### config.mk
export PLATFORM = sky130hd
export DESIGN_NAME = channel_bus_sequencer
export DESIGN_NICKNAME = d
export VERILOG_FILES = /design/src/rtl/synth_bus_pkg.sv /design/src/rtl/cmd_fifo.sv /design/src/rtl/channel_bus_sequencer.sv
export SDC_FILE = /design/constraint.sdc
export NUM_CORES = 1
export LEC_CHECK = 0
export CORE_AREA = 3 3 111 113
export DETAILED_ROUTE_END_ITERATION = 8
export DIE_AREA = 0 0 114 116
export PLACE_DENSITY_LB_ADDON = 0.15
export SLEW_MARGIN = 20
export SYNTH_ARGS = -nofsm -noshare
export SYNTH_HDL_FRONTEND = slang
export SYNTH_SLANG_ARGS = --single-unit
### constraint.sdc
create_clock -name BusClock -period 7.17 [get_ports BusClock]
set_input_delay 1.434 -clock BusClock [delete_from_list [all_inputs] [get_ports BusClock]]
set_output_delay 1.434 -clock BusClock [all_outputs]
set_load 0.02 [all_outputs]
### src/rtl/synth_bus_pkg.sv
// rtl/synth_bus_pkg.sv - shared encodings for the channel bus sequencer
// Holds register offsets, command type and FSM state encodings, the queued
// command layout and the channel address helper.
package synth_bus_pkg;

    localparam logic [15:0] OFS_GATE  = 16'd0;
    localparam logic [15:0] OFS_INCR0 = 16'd1;
    localparam logic [15:0] OFS_INCR1 = 16'd2;
    localparam logic [15:0] OFS_INCR2 = 16'd3;

    localparam logic [15:0] IDLE_ADDR  = 16'hFFFF;
    localparam int          FIFO_DEPTH = 4;

    typedef enum logic [1:0] {
        CMD_NOTE_ON  = 2'b00,
        CMD_NOTE_OFF = 2'b01,
        CMD_SET_INCR = 2'b10,
        CMD_RSVD     = 2'b11
    } cmd_type_e;

    typedef enum logic [2:0] {
        ST_IDLE  = 3'd0,
        ST_INCR0 = 3'd1,
        ST_INCR1 = 3'd2,
        ST_INCR2 = 3'd3,
        ST_GATE  = 3'd4
    } state_e;

    typedef struct packed {
        cmd_type_e   ctype;
        logic [3:0]  ch;
        logic [23:0] incr;
    } cmd_t;

    localparam int CMD_W = $bits(cmd_t);

    // Register block base of a channel; wraps modulo 2^16 by construction.
    function automatic logic [15:0] chan_addr(input logic [15:0] base,
                                              input logic [15:0] stride,
                                              input logic [3:0]  ch);
        return base + ({12'd0, ch} * stride);
    endfunction

endpackage

### src/rtl/cmd_fifo.sv
// rtl/cmd_fifo.sv - small synchronous command FIFO with registered ready
// Ports: clk, resetn (sync, active-low), push/wdata (write side),
// pop/rdata (read side, first-word fall-through), ready (not full), empty.
module cmd_fifo #(
    parameter int WIDTH = 30,
    parameter int DEPTH = 4
) (
    input  logic             clk,
    input  logic             resetn,
    input  logic             push,
    input  logic [WIDTH-1:0] wdata,
    input  logic             pop,
    output logic [WIDTH-1:0] rdata,
    output logic             ready,
    output logic             empty
);

    localparam int AW = (DEPTH > 1) ? $clog2(DEPTH) : 1;
    localparam int CW = $clog2(DEPTH + 1);
    localparam logic [CW-1:0] FULL_CNT = CW'(DEPTH);

    logic [WIDTH-1:0] mem_q [DEPTH];
    logic [WIDTH-1:0] mem_d [DEPTH];
    logic [AW-1:0]    wr_ptr_q, wr_ptr_d;
    logic [AW-1:0]    rd_ptr_q, rd_ptr_d;
    logic [CW-1:0]    count_q, count_d;
    logic             ready_q, ready_d;
    logic             do_push, do_pop;

    function automatic logic [AW-1:0] ptr_next(input logic [AW-1:0] p);
        return (p == AW'(DEPTH - 1)) ? '0 : p + AW'(1);
    endfunction

    always_comb begin
        mem_d    = mem_q;
        wr_ptr_d = wr_ptr_q;
        rd_ptr_d = rd_ptr_q;
        count_d  = count_q;
        // Ready is registered from the post-edge occupancy, so a full FIFO
        // never accepts a push even if it pops on the same edge.
        do_push  = push & ready_q;
        do_pop   = pop & (count_q != '0);
        if (do_push) begin
            mem_d[wr_ptr_q] = wdata;
            wr_ptr_d        = ptr_next(wr_ptr_q);
        end
        if (do_pop) begin
            rd_ptr_d = ptr_next(rd_ptr_q);
        end
        case ({do_push, do_pop})
            2'b10:   count_d = count_q + CW'(1);
            2'b01:   count_d = count_q - CW'(1);
            default: count_d = count_q;
        endcase
        ready_d = (count_d != FULL_CNT);
    end

    always_ff @(posedge clk) begin
        if (!resetn) begin
            wr_ptr_q <= '0;
            rd_ptr_q <= '0;
            count_q  <= '0;
            ready_q  <= 1'b0;
        end else begin
            wr_ptr_q <= wr_ptr_d;
            rd_ptr_q <= rd_ptr_d;
            count_q  <= count_d;
            ready_q  <= ready_d;
        end
    end

    always_ff @(posedge clk) begin
        mem_q <= mem_d;
    end

    assign rdata = mem_q[rd_ptr_q];
    assign ready = ready_q;
    assign empty = (count_q == '0);

endmodule

### src/rtl/channel_bus_sequencer.sv
// rtl/channel_bus_sequencer.sv - turns queued channel commands into bus write cycles
// Ports: BusClock, Reset (sync, active-low); command side CmdValid/CmdReady,
// CmdType, CmdChannel, CmdIncr; bus side BusAddress, BusData, BusReadWrite
// (all registered); status Busy and saturating DropCount.
module channel_bus_sequencer #(
    parameter int          NUM_CHANNELS   = 8,
    parameter logic [15:0] CHANNEL_BASE   = 16'h0000,
    parameter logic [15:0] CHANNEL_STRIDE = 16'h0020
) (
    input  logic        BusClock,
    input  logic        Reset,
    input  logic        CmdValid,
    output logic        CmdReady,
    input  logic [1:0]  CmdType,
    input  logic [3:0]  CmdChannel,
    input  logic [23:0] CmdIncr,
    output logic [15:0] BusAddress,
    output logic [7:0]  BusData,
    output logic        BusReadWrite,
    output logic        Busy,
    output logic [7:0]  DropCount
);

    import synth_bus_pkg::*;

    localparam logic [4:0] NCH = 5'(NUM_CHANNELS);

    logic [CMD_W-1:0] fifo_rdata;
    logic             fifo_ready;
    logic             fifo_empty;
    logic             pop;
    cmd_t             head;

    state_e      state_q, state_d;
    logic [15:0] base_q, base_d;
    logic [23:0] incr_q, incr_d;
    logic        gate_on_q, gate_on_d;
    logic [15:0] addr_q, addr_d;
    logic [7:0]  data_q, data_d;
    logic        wr_q, wr_d;
    logic [7:0]  drop_q, drop_d;

    cmd_fifo #(
        .WIDTH (CMD_W),
        .DEPTH (FIFO_DEPTH)
    ) u_fifo (
        .clk    (BusClock),
        .resetn (Reset),
        .push   (CmdValid & fifo_ready),
        .wdata  ({CmdType, CmdChannel, CmdIncr}),
        .pop    (pop),
        .rdata  (fifo_rdata),
        .ready  (fifo_ready),
        .empty  (fifo_empty)
    );

    assign head = cmd_t'(fifo_rdata);

    // Bus values are computed for the state being entered and registered,
    // so each state's write is stable for the whole following cycle.
    always_comb begin
        state_d   = state_q;
        base_d    = base_q;
        incr_d    = incr_q;
        gate_on_d = gate_on_q;
        addr_d    = IDLE_ADDR;
        data_d    = 8'h00;
        wr_d      = 1'b0;
        drop_d    = drop_q;
        pop       = 1'b0;
        case (state_q)
            ST_IDLE: begin
                if (!fifo_empty) begin
                    pop = 1'b1;
                    if (head.ctype == CMD_RSVD || {1'b0, head.ch} >= NCH) begin
                        if (drop_q != 8'hFF) begin
                            drop_d = drop_q + 8'd1;
                        end
                    end else begin
                        base_d    = chan_addr(CHANNEL_BASE, CHANNEL_STRIDE, head.ch);
                        incr_d    = head.incr;
                        gate_on_d = (head.ctype == CMD_NOTE_ON);
                        wr_d      = 1'b1;
                        if (head.ctype == CMD_NOTE_OFF) begin
                            state_d = ST_GATE;
                            addr_d  = base_d + OFS_GATE;
                            data_d  = 8'h00;
                        end else begin
                            state_d = ST_INCR0;
                            addr_d  = base_d + OFS_INCR0;
                            data_d  = head.incr[7:0];
                        end
                    end
                end
            end
            ST_INCR0: begin
                state_d = ST_INCR1;
                addr_d  = base_q + OFS_INCR1;
                data_d  = incr_q[15:8];
                wr_d    = 1'b1;
            end
            ST_INCR1: begin
                state_d = ST_INCR2;
                addr_d  = base_q + OFS_INCR2;
                data_d  = incr_q[23:16];
                wr_d    = 1'b1;
            end
            ST_INCR2: begin
                // SET_INCR ends here; NOTE_ON still owes its gate write.
                if (gate_on_q) begin
                    state_d = ST_GATE;
                    addr_d  = base_q + OFS_GATE;
                    data_d  = 8'h01;
                    wr_d    = 1'b1;
                end else begin
                    state_d = ST_IDLE;
                end
            end
            ST_GATE: begin
                state_d = ST_IDLE;
            end
            default: begin
                state_d = ST_IDLE;
            end
        endcase
    end

    always_ff @(posedge BusClock) begin
        if (!Reset) begin
            state_q   <= ST_IDLE;
            base_q    <= 16'h0000;
            incr_q    <= 24'h000000;
            gate_on_q <= 1'b0;
            addr_q    <= IDLE_ADDR;
            data_q    <= 8'h00;
            wr_q      <= 1'b0;
            drop_q    <= 8'h00;
        end else begin
            state_q   <= state_d;
            base_q    <= base_d;
            incr_q    <= incr_d;
            gate_on_q <= gate_on_d;
            addr_q    <= addr_d;
            data_q    <= data_d;
            wr_q      <= wr_d;
            drop_q    <= drop_d;
        end
    end

    assign CmdReady     = fifo_ready;
    assign BusAddress   = addr_q;
    assign BusData      = data_q;
    assign BusReadWrite = wr_q;
    assign DropCount    = drop_q;
    assign Busy         = (state_q != ST_IDLE) | ~fifo_empty;

endmodule

==> run summary <==
The number of clock sinks came out at roughly 180. The maximum fanout along the worst path came out at 11. STA classifies the critical path endpoint as a primary output. The adder-cell share of the synthesized area came out at 0.0157. By area, the combinational part of the netlist is dominated by multiplexers. The number of buffers and inverters on the critical path is 1.

The complex-gate fraction of the synthesized area is 0.0527. The chip width is between 100 and 150 µm. The global routing stage identified its most utilized layer as met2. The fraction of final layout cells with drive strength greater than 1 is 0.143. The actual slew at the worst max-slew pin is between 1000 and 1500 ps. The core occupancy in the finished layout came out at 0.712. The library cells used most frequently in the layout, excluding fill and tap cells, are 120 x edfxtp_1, 66 x clkdlybuf4s50_1, 54 x dfxtp_1. The post-synthesis simple-gate area fraction is 0.0930. The number of setup violations in the final report is 0. The count of antenna diodes in the layout is 0.

The sequential-to-total area share from yosys stat came out at 0.691. For this run, the number of standard cells in the final layout without fillers is 660. The cell family contributing the most delay on the critical path is buffers and inverters.

The flip-flop and latch count after synthesis is roughly 180. The share of async-settable or async-resettable flops after synthesis came out at 0. For this design, the slowest cell found on the critical path is clkdlybuf4s50_1. The time the worst path needs with I/O delays and setup came out at 3240 ps. The areal power density over the cells is between 300 and 400 nW/µm². The number of vias per cell is just under 6. The run finished with clean final reports. The data required time of the worst path is 5740 ps. The global-route wire length before repair is approximately 20000 µm. In the global route stage, met2 resource usage came out at 0.342. The total core area came out at ~11000 µm². The number of inserted filler cells in the final layout is between 700 and 800.

The number of max-slew violations in the final report came out at 0. After clock tree synthesis, the clock-pin slew on the worst setup and hold paths is roughly 70 ps. The full die area came out at ~13000 µm². The final RePlAce weighted congestion came out at around 0.8. The worst min-delay path category is reg2reg.

The count of cell types in the netlist came out at 47. The number of cells produced by synthesis came out at between 400 and 500. In the global route stage, overall resource usage came out at 0.204.

The largest net degree at the start of global routing is between 60 and 70. The worst max-slew margin expressed relative to the limit came out at 0.319. The global route total overflow came out at 0. TritonCTS built the clock tree. The final standard cell area without fillers came out at 8130 µm². The relative area change from synthesis to final layout is 18.9%. The number of flops mapped to enable cells by yosys came out at 120. Once detail routing completed, the nets flagged for antenna violations numbered 0. For this run, the top clock speed supported by timing is 308 MHz. The synthesized netlist occupies a cell area of roughly 7000 µm². The site row count is 39.

The per-instance average area after synthesis came out at 15.3 µm². Once placement completed, the tool counted placed cells totaling 629. The number of hold buffers added after CTS was 0. The count of nets after finishing came out at about 550. Port buffering added 67 buffers. The number of global-route vias before repair came out at just under 4000. The synthesized net count came out at between 400 and 500. STA classifies the critical path startpoint as a register. The fraction of synthesized area in multiplexers is 0.112. The residual DRC count came out at 0. The number of buffers added by the clock tree synthesis step is 17. For the final database, setup skew stands at about 9.1 ps.

The violation count after the first detailed-route iteration is between 300 and 400. The effective utilization at floorplan is 0.599. The yosys synthesis warning count came out at 0. The detailed-router iteration count before antenna repair came out at 4. The arrival time at the worst endpoint is between 1500 and 2000 ps. The reported leakage power is around 0.0028 µW. In this design, the stage delay of the slowest critical-path cell is 550 ps. Measured along the y axis, the die boundary spans 116 µm.

The number of antenna violations at the first check in global routing is 0. The detailed-placement wirelength estimate is around 7500 µm. The setup TNS came out at 0 ps. Post-CTS timing repair inserted 0 buffers for setup. The post-place instance area came out at between 7000 and 8000 µm². The average routed wire per standard cell is 18.8 µm. The final layout contains routed wiring with a total length of between 10000 and 15000 µm.

The tree is rooted in a clkbuf_16. The number of max-cap violations is 0. The hold violation count in the final report is 0.

The library cell used most frequently in the layout, excluding fill and tap cells, is edfxtp_1. The worst setup path is of the reg2out kind. The later pin in the worst-skew pair is clocked with a latency of around 430 ps.

Setup repair after global routing left no endpoint under its margin. The primary flip-flop cell chosen by synthesis mapping is edfxtp_1. The final clock period utilization by the worst path came out at 0.452. The xor and xnor fraction of the mapped netlist area came out at 0.00384. The number of buffers on the longest clock path is 2.

The power after layout came out at approximately 2900 µW. Pin placement for this block handled around 70 I/O pins. For met3 alone, demand over resource in global routing was 0.0590. In the global route stage, met1 resource usage came out at 0.251. The via total after detailed routing came out at 3848.

The number of instances resized during post-cts repair came out at 0. Across the VDD grid, the largest voltage drop is approximately 0.23 mV. The critical path goes through nor3_1 > nand2_1 > clkdlybuf4s50_1.

The number of levels in the clock H-tree came out at 4.
-- where the power goes --
part | leakage, µW | internal, µW | switching, µW | total (µW)
Combinational | 0.000942 | 323 | 404 | 727
Clock | 0.000279 | 511 | 369 | 879
Sequential | 0.00155 | 1210 | 93.8 | 1300
-- worst min-delay path: cells and delay by family, from the launching register on --
family	cells	cell delay (ps)
flip-flops	1	310
AND/OR/NAND/NOR	2	100
-- metrics by stage --
| stage | hold slack, ps | setup WS [ps] |
|---|---|---|
| 2_1_floorplan | 429 | 4430 |
| 4_1_cts | 460 | 3930 |
| 3_3_place_gp | 435 | 3870 |
| 5_1_grt | 477 | 3800 |
| 6_report | 460 | 3930 |
| 3_5_place_dp | 442 | 3770 |
-- cells by family after synthesis --
logic type	Yosys count
and+or+nand+nor	128
xor gates and xnor gates	3
DFF	176
adders and majority gates	8
buffers and inverters	41
AOI/OAI and AO/OA	51
muxes	39
-- per-layer routing --
layer | share of wire | up-vias
li1 | - | 1817
met1 | 0.42 | 1909
met2 | 0.51 | 108
met3 | 0.061 | 14
met4 | 0.011 | 0
met5 | 0 | -
-- cell type report --
class | count | area [µm²] | share of cell area
inverter | 8 | 30.0 | 0.00370
sequential | 176 | 4730 | 0.582
clock buffer | 17 | 425 | 0.0523
tap | 143 | 179 | 0.0220
multi-input combinational | 229 | 1910 | 0.235
timing repair buffer | 74 | 718 | 0.0884
clock inverter | 13 | 139 | 0.0171
-- flip-flops by register name (all words and copies together) (netlist names), 2 cells and up --
name and flops:
u_fifo.mem_q 120, incr_q 16, BusData 8, DropCount 8, BusAddress 7, base_q 4
state_q 3, u_fifo.count_q 3, u_fifo.rd_ptr_q 2, u_fifo.wr_ptr_q 2
-- cells in the mapped netlist, types with 3 or more instances --
master    count  area, µm²
buf_2         9       45.0
nor2b_1       6       37.5
a22oi_1       7       52.6
nand3_1      44        220
edfxtp_1    120       3600
clkbuf_1      9       33.8
o21ai_0       9       45.0
mux2i_1       9       90.1
o31ai_1       3       22.5
or3_1         3       18.8
nor3_1        3       15.0
nand2_1      40        150
ha_1          7       87.6
nand2b_1      6       37.5
nor2_1       10       37.5
buf_4        11       82.6
a21oi_1      12       60.1
buf_1         3       11.3
dfxtp_1      56       1120
inv_1         8       30.0
mux4_2       30        676
and3_1        5       31.3
-- worst paths after layout --
kind	depth (start not counted)	start	slack [ps]	end
worst max register to register	5	u_fifo.rd_ptr_q[0]	4330	state_q[0]
worst max-delay path	3	state_q[2]	3930	Busy
worst min register to register	2	incr_q[14]	460	incr_q[14]
worst min-delay path	2	incr_q[14]	460	incr_q[14]
No activity file was read; power rests on OpenSTA's default activity.
